### src/rtl/serial_frame_tx_pkg.sv
// serial_frame_tx_pkg: state encodings and line levels shared by the
// serial frame transmitter and the matching receiver.
package serial_frame_tx_pkg;

  typedef enum logic [2:0] {
    S_IDLE   = 3'd0,
    S_START  = 3'd1,
    S_DATA   = 3'd2,
    S_PARITY = 3'd3,
    S_STOP   = 3'd4
  } state_t;

  localparam logic LINE_IDLE   = 1'b1;
  localparam logic START_LEVEL = 1'b0;

endpackage

### src/rtl/serial_frame_tx_bit_timer.sv
// bit_timer: counts 0..CLKS_PER_BIT-1 while run is high.
// Ports: clock, reset (sync, high), run in; tick out at terminal count.
module bit_timer #(
  parameter int CLKS_PER_BIT = 2
) (
  input  logic clock,
  input  logic reset,
  input  logic run,
  output logic tick
);

  localparam int TW = $clog2(CLKS_PER_BIT + 1);
  localparam logic [TW-1:0] TERM = TW'(CLKS_PER_BIT - 1);

  logic [TW-1:0] r_cnt;

  assign tick = run && (r_cnt == TERM);

  // Held at 0 while idle so every frame starts a fresh bit period.
  always_ff @(posedge clock) begin
    if (reset || !run || tick) begin
      r_cnt <= '0;
    end else begin
      r_cnt <= r_cnt + 1'b1;
    end
  end

endmodule

### src/rtl/serial_frame_tx.sv
// serial_frame_tx: start bit, WIDTH data bits LSB first, optional even
// parity, STOP_BITS stop bits. Ports: clock, reset, tx_data/valid/ready,
// serial_out (idle 1), busy, done (1-cycle pulse after last stop bit).
module serial_frame_tx #(
  parameter int WIDTH        = 8,
  parameter int CLKS_PER_BIT = 2,
  parameter int PARITY_EN    = 1,
  parameter int STOP_BITS    = 1
) (
  input  logic             clock,
  input  logic             reset,
  input  logic [WIDTH-1:0] tx_data,
  input  logic             tx_valid,
  output logic             tx_ready,
  output logic             serial_out,
  output logic             busy,
  output logic             done
);

  import serial_frame_tx_pkg::*;

  localparam int BW = $clog2(WIDTH + 1);
  localparam logic [BW-1:0] LAST_DATA = BW'(WIDTH - 1);
  localparam logic [BW-1:0] LAST_STOP = BW'(STOP_BITS - 1);

  state_t           r_state;
  logic [WIDTH-1:0] r_shreg;
  logic             r_par;
  logic [BW-1:0]    r_bit;
  logic             w_tick;

  bit_timer #(
    .CLKS_PER_BIT(CLKS_PER_BIT)
  ) u_timer (
    .clock(clock),
    .reset(reset),
    .run  (busy),
    .tick (w_tick)
  );

  always_ff @(posedge clock) begin
    if (reset) begin
      r_state    <= S_IDLE;
      r_shreg    <= '0;
      r_par      <= 1'b0;
      r_bit      <= '0;
      serial_out <= LINE_IDLE;
      tx_ready   <= 1'b1;
      busy       <= 1'b0;
      done       <= 1'b0;
    end else begin
      done <= 1'b0;
      unique case (r_state)
        S_IDLE: begin
          if (tx_valid && tx_ready) begin
            r_shreg    <= tx_data;
            r_par      <= ^tx_data;
            r_state    <= S_START;
            serial_out <= START_LEVEL;
            tx_ready   <= 1'b0;
            busy       <= 1'b1;
          end
        end
        S_START: begin
          if (w_tick) begin
            r_state    <= S_DATA;
            serial_out <= r_shreg[0];
            r_bit      <= '0;
          end
        end
        S_DATA: begin
          if (w_tick) begin
            if (r_bit == LAST_DATA) begin
              r_bit <= '0;
              if (PARITY_EN != 0) begin
                r_state    <= S_PARITY;
                serial_out <= r_par;
              end else begin
                r_state    <= S_STOP;
                serial_out <= LINE_IDLE;
              end
            end else begin
              // Old bit 1 becomes the next bit on the line.
              r_bit      <= r_bit + 1'b1;
              r_shreg    <= r_shreg >> 1;
              serial_out <= r_shreg[1];
            end
          end
        end
        S_PARITY: begin
          if (w_tick) begin
            r_state    <= S_STOP;
            serial_out <= LINE_IDLE;
            r_bit      <= '0;
          end
        end
        S_STOP: begin
          if (w_tick) begin
            if (r_bit == LAST_STOP) begin
              r_state  <= S_IDLE;
              r_bit    <= '0;
              tx_ready <= 1'b1;
              busy     <= 1'b0;
              done     <= 1'b1;
            end else begin
              r_bit <= r_bit + 1'b1;
            end
          end
        end
        default: begin
          r_state    <= S_IDLE;
          serial_out <= LINE_IDLE;
          tx_ready   <= 1'b1;
          busy       <= 1'b0;
        end
      endcase
    end
  end

endmodule

### config.mk
export PLATFORM = sky130hd
export DESIGN_NAME = serial_frame_tx
export DESIGN_NICKNAME = d
export VERILOG_FILES = /design/src/rtl/serial_frame_tx_pkg.sv /design/src/rtl/serial_frame_tx_bit_timer.sv /design/src/rtl/serial_frame_tx.sv
export SDC_FILE = /design/constraint.sdc
export NUM_CORES = 1
export LEC_CHECK = 0
export ABC_AREA = 1
export CAP_MARGIN = 20
export CORE_UTILIZATION = 49
export CTS_CLUSTER_SIZE = 24
export DETAILED_ROUTE_END_ITERATION = 8
export GPL_ROUTABILITY_DRIVEN = 0
export HOLD_SLACK_MARGIN = 0.08
export MAX_ROUTING_LAYER = met4
export PLACE_DENSITY = 0.69
export SETUP_SLACK_MARGIN = 0.3
export SYNTH_ARGS = -nofsm -noshare
export SYNTH_HDL_FRONTEND = slang
export SYNTH_SLANG_ARGS = --single-unit
### constraint.sdc
create_clock -name clock -period 3.81 [get_ports clock]
set_clock_uncertainty 0.05 [all_clocks]
set_input_delay 0.5715 -clock clock [delete_from_list [all_inputs] [get_ports clock]]
set_output_delay 0.5715 -clock clock [all_outputs]
set_load 0.02 [all_outputs]
**Word-level counts from Yosys, hierarchy flattened**

Index checks and enable logic that the tools add are counted.
Widths: inputs -> output; s select.

- Word-level logic and storage cells: 80
- Input bits: 11
- Output and inout port bits: 4
- Flip-flop bits (word level): 22

- Muxes and demuxes: 32
- Reductions and logical operators: 19
- Equal/unequal tests: 15
- $add $sub $neg: 2
- Bitwise operators: 3

Operators with widths:

| cell | count |
|---|---|
| $mux 8 | 3 |
| $mux 3 | 7 |
| $mux 4 | 5 |
| $pmux 8 s2 | 1 |
| $pmux 3 s5 | 1 |
| $pmux 4 s3 | 1 |
| $reduce_and 4->1 | 3 |
| $mux 1 | 11 |
| $ne 2x1->1 const B | 5 |
| $ne 2x2->1 const B | 4 |
| $reduce_xor 8->1 | 1 |
| $reduce_and 7->1 | 1 |
| $eq 3x2->1 const B | 2 |
| $pmux 1 s3 | 2 |
| $reduce_or 3->1 | 2 |
| $pmux 1 s5 | 1 |
| $reduce_and 5->1 | 1 |
| $add 4x1->4 const B | 1 |
| $eq 4x3->1 const B | 1 |
| $logic_not 4->1 | 1 |
| $eq 3x1->1 const B | 1 |
| $eq 3x3->1 const B | 1 |
| $logic_not 3->1 | 1 |
| $not 1->1 | 3 |
| other kinds (9) | 11 |

**Longest topological paths before layout**

Gate-level depths: netlist (run 1).

- Word-level depth: 4
- Depth in mapped cells: 10
- Gate-level depth less buffers: 10

**By module**

From an unflattened synthesis (run 1), not the netlist that was laid out.

- Cells, all modules: 220
- Area, all modules: 1362.6 µm²

Modules (own cells, without submodules):

| module | area an instance (µm²) | sequential area each (µm²) | instances | cells each |
|---|---|---|---|---|
| serial_frame_tx | 1273.7 | 400.4 | 1 | 209 |
| bit_timer | 88.8 | 40.0 | 1 | 11 |

**Worst setup path before layout (run 1)**

Ideal clock, no wire load.

- Path kind: register -> register
- From: register busy
- To: register busy
- Slack: 2486 ps
- Setup time: 114 ps
- Clock period less this slack: 1324 ps
- Cell stages (with the launch flop): 8
- Data arrival time: 1160 ps
- Required time: 3646 ps
- Buffers on the path: 0
- Cell sequence: dfxtp_1 > nand2_1 > inv_1 > nand3_1 > a21oi_2 > nand2_1 > nand3_1 > nand2_1

- Longest elaborated chain between the ends: 3

RTL lines:

| item | line | text |
|---|---|---|
| start: declaration | serial_frame_tx.sv:16 | `output logic busy,` |
| start signal: assignment | serial_frame_tx.sv:49 | `busy <= 1'b0;` |
| start signal: assignment | serial_frame_tx.sv:61 | `busy <= 1'b1;` |
| start signal: assignment | serial_frame_tx.sv:103 | `busy <= 1'b0;` |
| $logic_and 1x1->1 | serial_frame_tx_bit_timer.sv:17 | `assign tick = run && (r_cnt == TERM);` |
| $ne 2x1->1 (no line) | n/a |  |
| $reduce_and 4->1 (no line) | n/a |  |

No other way between the ends.
A chain may end at the register's enable or synchronous reset.

**Worst setup path in the final report (run 1)**

- From: register tx_ready
- To: output tx_ready

RTL lines:

| item | line | text |
|---|---|---|
| start: declaration | serial_frame_tx.sv:14 | `output logic tx_ready,` |
| start signal: assignment | serial_frame_tx.sv:48 | `tx_ready <= 1'b1;` |
| start signal: assignment | serial_frame_tx.sv:60 | `tx_ready <= 1'b0;` |
| start signal: assignment | serial_frame_tx.sv:102 | `tx_ready <= 1'b1;` |

No word-level cell between the ends.

==> results.yml, run 1 <==
floorplan:
  die_width_um: 54.3
  fp.coreArea_sq_um: 2520
  num_rows: 18
  die_area_sq_um: 2950
  start_util_pct: 53.1
  die_h_um: 54.3
  io_pins: 15
power:
  irDropWorstVdd_uv: 478
  power_density_nw_per_um2: 716
  p_leak_nw: 0.789
cells_and_area:
  drive_gt1_share_pct: 6.38
  layout_common_cells: "81 x nand2_1, 35 x nor2_1, 22 x inv_1, 22 x dfxtp_1"
  fin_cells: 265
  n_fill_cell: 246
  area_growth_pct: 16.8
  n_antenna_cell: 0
  final_common_cell: "nand2_1"
  nNetsFinal: 250
sta:
  rsz0062_at_grt: "false"
  maxSlewViolCount: 0
  worst_slew_pin_slew_ps: 502
  fin_tns_setup_ps: 0
  post-route-period-util_pct: 51.2
  post-route-min-period_ps: 1950
  slew_headroom_pct: 66.5
  setup_violations: 0
  fmax_ghz: 0.513
  hold_violations: 0
worst_setup_path:
  cp.arrival_ps: 1330
  rrSetupSlack_ps: 2300
  endpoint_kind: "primary output"
  crit_path_cell_trace: "clkdlybuf4s50_1"
  path_buf_inv: 1
  critPathRequiredTime_ps: 3190
  cp_max_fo: 3
  startpoint_type: "flop"
  critPathSlowestCell: "clkdlybuf4s50_1"
  r2r_start: "r_state[2]"
  critPathMaxStageDelay_ps: 610
  cp-startpoint: "tx_ready"
  r2r_cells: 8
  r2r-end: "r_shreg[4]"
  crit_type: "reg -> out"
  path_delay_family: "buffers and inverters"
drt:
  wl_per_cell_um: 10.6
  drt_iter0_markers: 35
  dr.pass1.iters: 4
  wl_um: 2800
  drt-vias-per-instance: 5.09
  drc: 0
  vias: 1349
  ant_nets: 0
global_route:
  grt_use_total_pct: 22.7
  grt_max_degree: 18
  grt_remaining_overflow: 0
  grt_pass1_wl_um: 4640
  antenna_found_initial: 0
  grt_pass1_vias: 1153
clocking:
  numClockSinks: 22
  post-cts-setup-buffer-count: 0
  clkTransAtPathRegs_ps: 140
  cts_root_buf: "clkbuf_4"
  cts_made_buffers: 3
  postCtsHoldBufs: 0
  htree_levels: 1
  insertion_delay_ps: 320
  clockBufferDepth: 2
  ctsResizeCount: 0
  cts_tree: "done"
placement:
  io_buffers: 14
  dp_hpwl_um: 2120
  dp_cells: 261
synth:
  ys_seq_elements: 22
  synth_cell_types: 23
  syn_nets: 232
  synth_cells: 218
  synth.cell_area_sq_um: 1340
  synth-seq-area-share_pct: 32.9
  synth-warning-count: 0
  avgSynthCellArea_sq_um: 6.15
status:
  run_status: "finished clean"
min_path:
  min_to: "u_timer.r_cnt[0]"
  hold_path_depth: 1
  hp-class: "reg -> reg"
  worstHoldStart: "u_timer.r_cnt[0]"
run:
  max_cap_violations: 0
==> worst max-delay path by stage <==
stage | end | slack, ps | cells past startpoint
2_1_floorplan | busy | 2490 | 7
3_3_place_gp | r_bit[0] | 1920 | 4
3_5_place_dp | r_bit[0] | 1860 | 4
4_1_cts | busy | 1860 | 1
5_1_grt | tx_ready | 1790 | 1
6_report | tx_ready | 1860 | 1
==> routing by layer <==
metal | global-route usage, % | part of all wire (%)
met2 | 38.6 | 48
met5 | - | 0
met1 | 25.3 | 46
met3 | 5.00 | 4.4
met4 | 10.3 | 1.9
==> report_power, final <==
| part | internal (mW) | switching, mW |
|---|---|---|
| Sequential | 0.303 | 0.0531 |
| Clock | 0.106 | 0.0777 |
| Combinational | 0.211 | 0.369 |
| Total | 0.621 | 0.500 |
==> cells in the mapped netlist <==
library cell | count | share of area [%]
xor2_1 | 1 | 0.65
o21bai_1 | 1 | 0.56
nand2_4 | 1 | 0.84
nand2_1 | 81 | 23
nor2_1 | 35 | 9.8
a21boi_1 | 1 | 0.56
a21oi_1 | 5 | 1.9
nor2_8 | 1 | 1.5
a21oi_4 | 1 | 1.2
o21a_1 | 1 | 0.56
nand3b_1 | 7 | 3.9
dfxtp_1 | 22 | 33
a21boi_0 | 1 | 0.56
o31ai_1 | 1 | 0.56
o21ai_0 | 8 | 3.0
buf_2 | 1 | 0.37
inv_2 | 4 | 1.1
nor3_1 | 3 | 1.1
nand2_2 | 3 | 1.4
nand3_1 | 14 | 5.2
a21oi_2 | 1 | 0.65
ha_1 | 3 | 2.8
inv_1 | 22 | 6.2
==> cell type report <==
| type | count | area (sq um) | area share, % |
|---|---|---|---|
| flip-flops and latches | 22 | 440 | 28.1 |
| repair buffers | 14 | 140 | 8.95 |
| multi-input cells | 169 | 797 | 50.9 |
| well taps | 30 | 37.5 | 2.40 |
| inverters | 26 | 97.6 | 6.24 |
| clock buffers | 3 | 22.5 | 1.44 |
| clock inverters | 1 | 30.0 | 1.92 |
==> metrics by stage <==
| step | instance area [sq um] | setup WS, ps | power, mW | hold slack [ps] | utilization [%] |
|---|---|---|---|---|---|
| 4_1_cts | 1570 | 1860 | 1.12 | 387 | 62.1 |
| 6_report | 1570 | 1860 | 1.12 | 380 | 62.1 |
| 3_5_place_dp | 1510 | 1860 | 0.934 | 368 | 60.0 |
| 2_1_floorplan | 1340 | 2490 | 0.801 | 349 | - |
| 3_3_place_gp | 1510 | 1920 | 0.921 | 357 | 60.0 |
| 5_1_grt | 1570 | 1790 | 1.22 | 406 | 62.1 |
==> state kept, by name, indices dropped and copies added (netlist names) <==
signal	flops
r_shreg	8
r_bit	4
r_state	3
u_timer.r_cnt	2
busy	1
done	1
r_par	1
serial_out	1
tx_ready	1
==> cell families after synthesis <==
kind of cell	share of synthesized area (%)
AOI/OAI and AO/OA	9.53
xor gates and xnor gates	0.654
adders and majority gates	2.80
buffers and inverters	7.66
DFF	32.9
and+or+nand+nor	46.5
Note: power is estimated with default switching activity, not from simulation.
==> run 2: changes to the inputs <==
==> constraint.sdc (replaced) <==
create_clock -name clock -period 1.9 [get_ports clock]
set_clock_uncertainty 0.05 [all_clocks]
set_input_delay 0.285 -clock clock [delete_from_list [all_inputs] [get_ports clock]]
set_output_delay 0.285 -clock clock [all_outputs]
set_load 0.02 [all_outputs]
==> results.yml, run 2 (synthesis results as in run 1) <==
run:
  max_cap_violations: 0
worst_setup_path:
  critPathRequiredTime_ps: 2060
  crit_top_cell: "o21ai_0"
  crit_type: "reg -> reg"
  cp_max_fo: 6
  startpoint_type: "flop"
  r2r_cells: 7
  critPathSlowestCell: "dfxtp_1"
  endpoint_kind: "flop"
  crit_path_cell_trace: "inv_2 -> nand3_1 -> inv_1 -> nand2_1 -> o21ai_0 -> o21ai_0 -> nor2_1"
  cp.arrival_ps: 1610
  critPathMaxStageDelay_ps: 440
cells_and_area:
  area_growth_pct: 17.8
  top_regs: "r_shreg x8, r_bit x4, r_state x3"
  top_register: "r_shreg"
  final_common_cell: "nand2_1"
  largest_reg_flops: 8
  nNetsFinal: 251
  layout_common_cells: "80 x nand2_1, 35 x nor2_1, 22 x inv_1, 22 x dfxtp_1, 13 x nand3_1"
  drive_gt1_share_pct: 7.63
  n_antenna_cell: 0
  n_fill_cell: 253
clocking:
  cts_root_buf: "clkbuf_4"
  cts_tree: "done"
  insertion_delay_ps: 310
  numClockSinks: 22
  htree_levels: 1
  post-cts-setup-buffer-count: 0
  postCtsHoldBufs: 0
  clkTransAtPathRegs_ps: 130
  cts_made_buffers: 3
  clockBufferDepth: 2
sta:
  worst_slew_pin_slew_ps: 234
  hold_violations: 0
  slew_headroom_pct: 84.4
  post-route-min-period_ps: 1440
  maxSlewViolCount: 0
  post-route-period-util_pct: 76.0
  rsz0062_at_grt: "false"
  setup_violations: 0
  fin_tns_setup_ps: 0
  fmax_ghz: 0.692
global_route:
  grt_remaining_overflow: 0
  grt_use_total_pct: 22.5
  antenna_found_initial: 0
  grt_max_degree: 18
  grt_pass1_vias: 1177
  grt_pass1_wl_um: 4690
floorplan:
  fp.coreArea_sq_um: 2520
  io_pins: 15
  die_h_um: 54.3
  die_area_sq_um: 2950
  start_util_pct: 53.1
  die_width_um: 54.3
  num_rows: 18
drt:
  ant_nets: 0
  wl_per_cell_um: 10.5
  wl_um: 2790
  drt-vias-per-instance: 5.02
  vias: 1336
  drc: 0
  drt_iter0_markers: 21
  dr.pass1.iters: 4
status:
  run_status: "finished clean"
power:
  power_density_nw_per_um2: 1400
  irDropWorstVdd_uv: 900
  finalPower_mw: 2.21
  p_leak_nw: 0.816
placement:
  io_buffers: 14
  dp_hpwl_um: 2210
min_path:
  hold_path_depth: 1
  hp-class: "reg -> reg"
==> run 2: cell count changes in the layout (fill, tap and decap cells not counted) <==
| cell | delta |
|---|---|
| buf_4 | +1 |
| clkdlybuf4s50_1 | -4 |
| dlygate4sd2_1 | +3 |
| dlymetal6s2s_1 | +1 |
| nand2_1 | -1 |
| nand2_2 | +1 |
| nand3_1 | -1 |
| nand3_2 | +1 |
==> run 2: metrics by stage <==
stage	utilization, %	worst slack (ps)	cells	hold WS [ps]	cell area [sq um]
after detailed placement	60.3	311	262	398	1520
after global routing	62.6	302	266	423	1580
after floorplan	-	576	218	304	1340
after CTS	62.2	331	266	416	1570
after global placement	60.3	339	262	357	1520
final	62.6	456	266	398	1580
==> run 2: worst paths after layout <==
kind	startpoint	end	slack (ps)
max	r_state[1]	r_bit[0]	460
min	u_timer.r_cnt[0]	u_timer.r_cnt[0]	400
min reg2reg	u_timer.r_cnt[0]	u_timer.r_cnt[0]	400
max reg2reg	r_state[1]	r_bit[0]	460
==> run 2: report_power, final <==
part,switching [mW],internal [mW],total (mW)
combinational,0.725,0.412,1.14
clock,0.142,0.213,0.355
sequential,0.106,0.609,0.715
total,0.973,1.23,2.21
==> run 2: what timing repair did <==
action	in CTS	in global routing
setup endpoints to repair	3	5
gates resized for setup	3	3
cloned	0	0
==> run 2: cell type report <==
type | instances | area [sq um] | share of cell area, %
Clock inverter | 1 | 30.0 | 1.90
Timing Repair Buffer | 15 | 146 | 9.27
Sequential cell | 22 | 440 | 27.9
Multi-Input combinational cell | 169 | 805 | 51.0
Clock buffer | 3 | 22.5 | 1.43
Tap cell | 30 | 37.5 | 2.38
Inverter | 26 | 97.6 | 6.18
==> run 2: critical path: cells and delay by family, from the launching register on <==
kind                   cells  cell delay, ps
flip-flops                 1             440
buffers and inverters      2             230
AO/OA/AOI/OAI              2             280
AND/OR/NAND/NOR            3             340
==> run 2: per-layer routing <==
layer,track usage (%),share of wire (%),wire (um),vias to the layer above
li1,-,-,-,721
met1,26.0,45,1260,590
met2,40.4,51,1420,23
met3,3.33,3.3,93,2
met4,5.13,0.54,15,0
met5,-,0,0,-
